## config.mk

```make
export PLATFORM = sky130hd
export DESIGN_NAME = dct_even_stage
export DESIGN_NICKNAME = d
export VERILOG_FILES = /design/src/rtl/dct_even_stage.sv
export SDC_FILE = /design/constraint.sdc
export NUM_CORES = 2
export LEC_CHECK = 0
export ABC_AREA = 1
export BUFFER_PORTS_ARGS = -buffer_cell sky130_fd_sc_hd__buf_2
export CORE_ASPECT_RATIO = 1.2
export CORE_MARGIN = 10
export CORE_UTILIZATION = 64
export CTS_CLUSTER_DIAMETER = 150
export DETAILED_ROUTE_END_ITERATION = 8
export PLACE_DENSITY = 0.94
export SLEW_MARGIN = 20
export SYNTH_ARGS = -nofsm -noshare
export SYNTH_HDL_FRONTEND = slang
export SYNTH_SLANG_ARGS = --single-unit
```

## constraint.sdc

```tcl
create_clock -name clk -period 15.22 [get_ports clk]
set_input_delay 2.283 -clock clk [delete_from_list [all_inputs] [get_ports clk]]
set_output_delay 2.283 -clock clk [all_outputs]
set_load 0.02 [all_outputs]
```

## src/rtl/dct_even_stage.sv

```systemverilog
// Even half of the 8-point 1-D DCT.
// Takes the four add_up pair sums, forms the butterfly terms and produces
// X0, X2, X4, X6 with one time-shared signed multiplier over a six-step
// schedule. Results and out_valid update together at the last step.
module dct_even_stage #(
    parameter int IN_W   = 18,
    parameter int COEF_W = 16,
    parameter int OUT_W  = 20,
    parameter int C4     = 5793,
    parameter int C2     = 7568,
    parameter int C6     = 3135
) (
    input  logic             clk,
    input  logic             rst,
    input  logic [IN_W-1:0]  s0,
    input  logic [IN_W-1:0]  s1,
    input  logic [IN_W-1:0]  s2,
    input  logic [IN_W-1:0]  s3,
    input  logic             in_valid,
    output logic             in_ready,
    output logic [OUT_W-1:0] X0,
    output logic [OUT_W-1:0] X2,
    output logic [OUT_W-1:0] X4,
    output logic [OUT_W-1:0] X6,
    output logic             out_valid
);

    localparam int SUM_W  = IN_W + 3;
    localparam int PROD_W = COEF_W + SUM_W;
    localparam int ACC_W  = PROD_W + 1;
    localparam int FRAC   = COEF_W - 2;

    localparam logic signed [ACC_W-1:0] HALF = ACC_W'(1 << (FRAC - 1));

    typedef enum logic [1:0] {
        IDLE,
        BFLY,
        MUL,
        DONE
    } state_t;

    state_t state;
    state_t state_nxt;

    logic signed [IN_W-1:0]   r0, r1, r2, r3;
    logic signed [SUM_W-1:0]  a, b, c, d;
    logic [2:0]               cnt;

    logic signed [COEF_W-1:0] coef;
    logic signed [SUM_W-1:0]  op;
    logic signed [PROD_W-1:0] prod;
    logic signed [PROD_W-1:0] hold;
    logic signed [ACC_W-1:0]  acc_sum;
    logic signed [ACC_W-1:0]  acc_dif;

    logic signed [OUT_W-1:0]  x0c, x2c, x4c;

    // Round half up at the Q1.14 binary point, then keep the low OUT_W bits.
    function automatic logic signed [OUT_W-1:0] rnd(input logic signed [ACC_W-1:0] v);
        logic signed [ACC_W-1:0] t;
        t = v + HALF;
        t = t >>> FRAC;
        return OUT_W'(t);
    endfunction

    assign in_ready = (state == IDLE);

    // State register.
    always_ff @(posedge clk or posedge rst) begin
        if (rst) begin
            state <= IDLE;
        end else begin
            state <= state_nxt;
        end
    end

    // Next-state logic.
    always_comb begin
        state_nxt = state;
        case (state)
            IDLE:    if (in_valid) state_nxt = BFLY;
            BFLY:    state_nxt = MUL;
            MUL:     if (cnt == 3'd5) state_nxt = DONE;
            DONE:    state_nxt = IDLE;
            default: state_nxt = IDLE;
        endcase
    end

    // Multiplier operand schedule, one product per MUL step.
    always_comb begin
        coef = '0;
        op   = '0;
        case (cnt)
            3'd0: begin coef = COEF_W'(C4); op = a + b; end
            3'd1: begin coef = COEF_W'(C4); op = a - b; end
            3'd2: begin coef = COEF_W'(C2); op = c;     end
            3'd3: begin coef = COEF_W'(C6); op = d;     end
            3'd4: begin coef = COEF_W'(C6); op = c;     end
            default: begin coef = COEF_W'(C2); op = d;  end
        endcase
        prod    = PROD_W'(coef) * PROD_W'(op);
        acc_sum = ACC_W'(hold) + ACC_W'(prod);
        acc_dif = ACC_W'(hold) - ACC_W'(prod);
    end

    // Datapath: capture, butterfly, product sequencing and output update.
    always_ff @(posedge clk or posedge rst) begin
        if (rst) begin
            r0        <= '0;
            r1        <= '0;
            r2        <= '0;
            r3        <= '0;
            a         <= '0;
            b         <= '0;
            c         <= '0;
            d         <= '0;
            cnt       <= '0;
            hold      <= '0;
            x0c       <= '0;
            x2c       <= '0;
            x4c       <= '0;
            X0        <= '0;
            X2        <= '0;
            X4        <= '0;
            X6        <= '0;
            out_valid <= 1'b0;
        end else begin
            out_valid <= 1'b0;
            case (state)
                IDLE: begin
                    if (in_valid) begin
                        r0 <= s0;
                        r1 <= s1;
                        r2 <= s2;
                        r3 <= s3;
                    end
                end
                BFLY: begin
                    a   <= SUM_W'(r0) + SUM_W'(r3);
                    b   <= SUM_W'(r1) + SUM_W'(r2);
                    c   <= SUM_W'(r0) - SUM_W'(r3);
                    d   <= SUM_W'(r1) - SUM_W'(r2);
                    cnt <= '0;
                end
                MUL: begin
                    cnt <= cnt + 3'd1;
                    case (cnt)
                        3'd0: x0c  <= rnd(ACC_W'(prod));
                        3'd1: x4c  <= rnd(ACC_W'(prod));
                        3'd2: hold <= prod;
                        3'd3: x2c  <= rnd(acc_sum);
                        3'd4: hold <= prod;
                        3'd5: begin
                            X0        <= x0c;
                            X2        <= x2c;
                            X4        <= x4c;
                            X6        <= rnd(acc_dif);
                            out_valid <= 1'b1;
                        end
                        default: ;
                    endcase
                end
                default: ;
            endcase
        end
    end

endmodule
```

==> reports/metrics.cfg <==
[worst_setup_path]
crit_path_frequent_cell=inv_1
arrival_ns=12.47
critical_path_class=flop to flop
cp_max_fo=14
path_buf_inv=12
critPathRequiredTime_ns=15.65
cp-end-kind=flop
crit_family=adder cells
crit_path_start_kind=flop
cp_slowest_stage_delay_ns=0.67
r2r_setup_slack_ns=3.19
slowest_stage=nor2_1

[cts]
post_cts_buffers=0
cts_resized=0
cts_sinks=326
cts_hold_buf=0
path_clk_slew_ns=0.07
htreeDepth=2
clkLatencyLatePin_ns=0.58
cts_tree=built
cts_buffers=36
cts_root_buf=clkbuf_16
cts_buffer_depth=3

[die]
die_area_mm2=0.0565
core-area_mm2=0.0469
die_x_um=219
num_io_pins=157
initial_core_util_pct=64.6
rows=87
die_h_um=258

[sta]
slew_violations=0
fin_crit_sh_pct=79.1
rsz0062_at_grt=no
finClkSkew_ns=0.0281
fin_crit_ns=12.03
max_freq_mhz=83.1
worst_pin_slew_ns=1.04
setup_tns_ns=0
maxSlewHeadroom_pct=30.9
setup_viol=0
whs_ns=0.467
hold_violations=0

[route]
vias=26091
vias_per_cell=5.74
dr.pass1.iters=6
drt-total-wl_um=80900
drt_iter0_drc=2185
avgRoutedWirePerCell_um=17.8
ant_nets=0
drc=0

[grt]
grt_max_degree=126
grt.overflow.total=0
grt_pass1_vias=27029
antenna_found_initial=0
grt_use_total_pct=28.5
grt_pass1_wl_um=132000

[finish]
n_antenna_cell=0
fin_area_mm2=0.0330
layout_common_cells=nand2_1 (731), inv_1 (660), dfrtp_1 (326)
drive_above_1_share_pct=9.73
finalNetCount=4515
syn2layout_area_growth_pct=8.80
layout_commonest_cell=nand2_1

[synthesis]
synth_largest_area_cell=dfrtp_1
synth_area_per_cell_um2=8.03
synth_warnings=0
yosysTopAreaCellShare_pct=26.9
synth-seq-cells=326
syn_area_mm2=0.0303
synth_edf_count=0
async_reset_ff_share_pct=100
yosysSeqAreaShare_pct=26.9
synth_cell_types=67
synthTopCellsByArea=dfrtp_1 (27%), fa_1 (15%), ha_1 (13%), nand2_1 (9.1%), inv_1 (8.2%)
ys.flop_type=dfrtp_1
synth_cells=3771
synth_nets=4388

[placement]
post_dp_cell_area_mm2=0.0317
hpwlAfterDp_um=64200
io_buffers=156
gp_congestion=1.06

[min_path]
min_path_type=flop to flop

[run]
maxCapViolations=0

[status]
status=finished, final reports clean

per-layer routing:
layer / up-vias / GRT usage, % / wire (um)
met5: - / 0 / 0
met4: 0 / 20.4 / 6300
met3: 394 / 4.23 / 4760
met2: 1115 / 51.0 / 41000
met1: 12319 / 30.2 / 28800
li1: 12263 / - / -
worst min-delay path, delay by kind of cell (launching register included):
| kind | cells | cell delay, ns |
|---|---|---|
| flip-flops | 1 | 0.34 |
| AND/OR/NAND/NOR | 2 | 0.10 |
cells in the mapped netlist, types with 23 or more instances:
master / instances
fa_1: 225
a21oi_1: 236
clkbuf_1: 72
o21ai_0: 246
inv_1: 662
xnor2_1: 29
nor3_1: 36
o21ai_1: 66
xor2_1: 92
mux2_2: 34
nand4_1: 23
ha_1: 317
nand2_1: 732
dfrtp_1: 326
or2_2: 24
nor2_1: 323
a31oi_1: 32
nand3_1: 102
final cells by class:
type                            instances  area [um^2]
Sequential cell                       326         8160
Tap cell                              623          779
Fill cell                            3455        14000
Multi-Input combinational cell       2679        19300
Timing Repair Buffer                  173          908
Inverter                              682         2570
Clock inverter                         22          295
Clock buffer                           44          971
registers in the layout, summed over array words and instances, names as in the netlist:
name,cells
state,2
x4c,20
a,19
hold,34
cnt,3
d,18
X0,20
b,19
r3,18
x2c,20
x0c,20
r0,18
X6,20
out_valid,1
X4,20
r1,18
c,18
r2,18
X2,20
metrics by stage:
| step | utilization, % | setup WS (ns) | std cells |
|---|---|---|---|
| after floorplan | - | 3.91 | 3771 |
| after global placement | 67.5 | 3.92 | 4483 |
| after detailed placement | 67.5 | 3.61 | 4483 |
| after CTS | 70.2 | 3.52 | 4549 |
| after global routing | 70.2 | 2.26 | 4549 |
| final | 70.2 | 3.19 | 4549 |
path summary, 6_finish.rpt:
kind                            cells past startpoint       to  startpoint
worst max-delay path                               57  x2c[17]      cnt[1]
worst min-delay path                                2    X4[1]       X4[1]
worst max register to register                     57  x2c[17]      cnt[1]
worst min register to register                      2    X4[1]       X4[1]
max in group asynchronous                           4   r1[14]         rst
min in group asynchronous                           2    X6[4]         rst
kinds of logic after synthesis:
kind of cell	count (synthesis)	share of synthesized area [%]
AOI/OAI and AO/OA	681	12.5
muxes	34	1.26
buffers and inverters	766	9.50
xor gates and xnor gates	128	3.91
and+or+nand+nor	1294	17.9
DFF	326	26.9
adders and majority gates	542	28.0
Power is left out: the tool's default activity adds up to more than one toggle a clock period on the data nets, which glitch-free logic cannot reach.
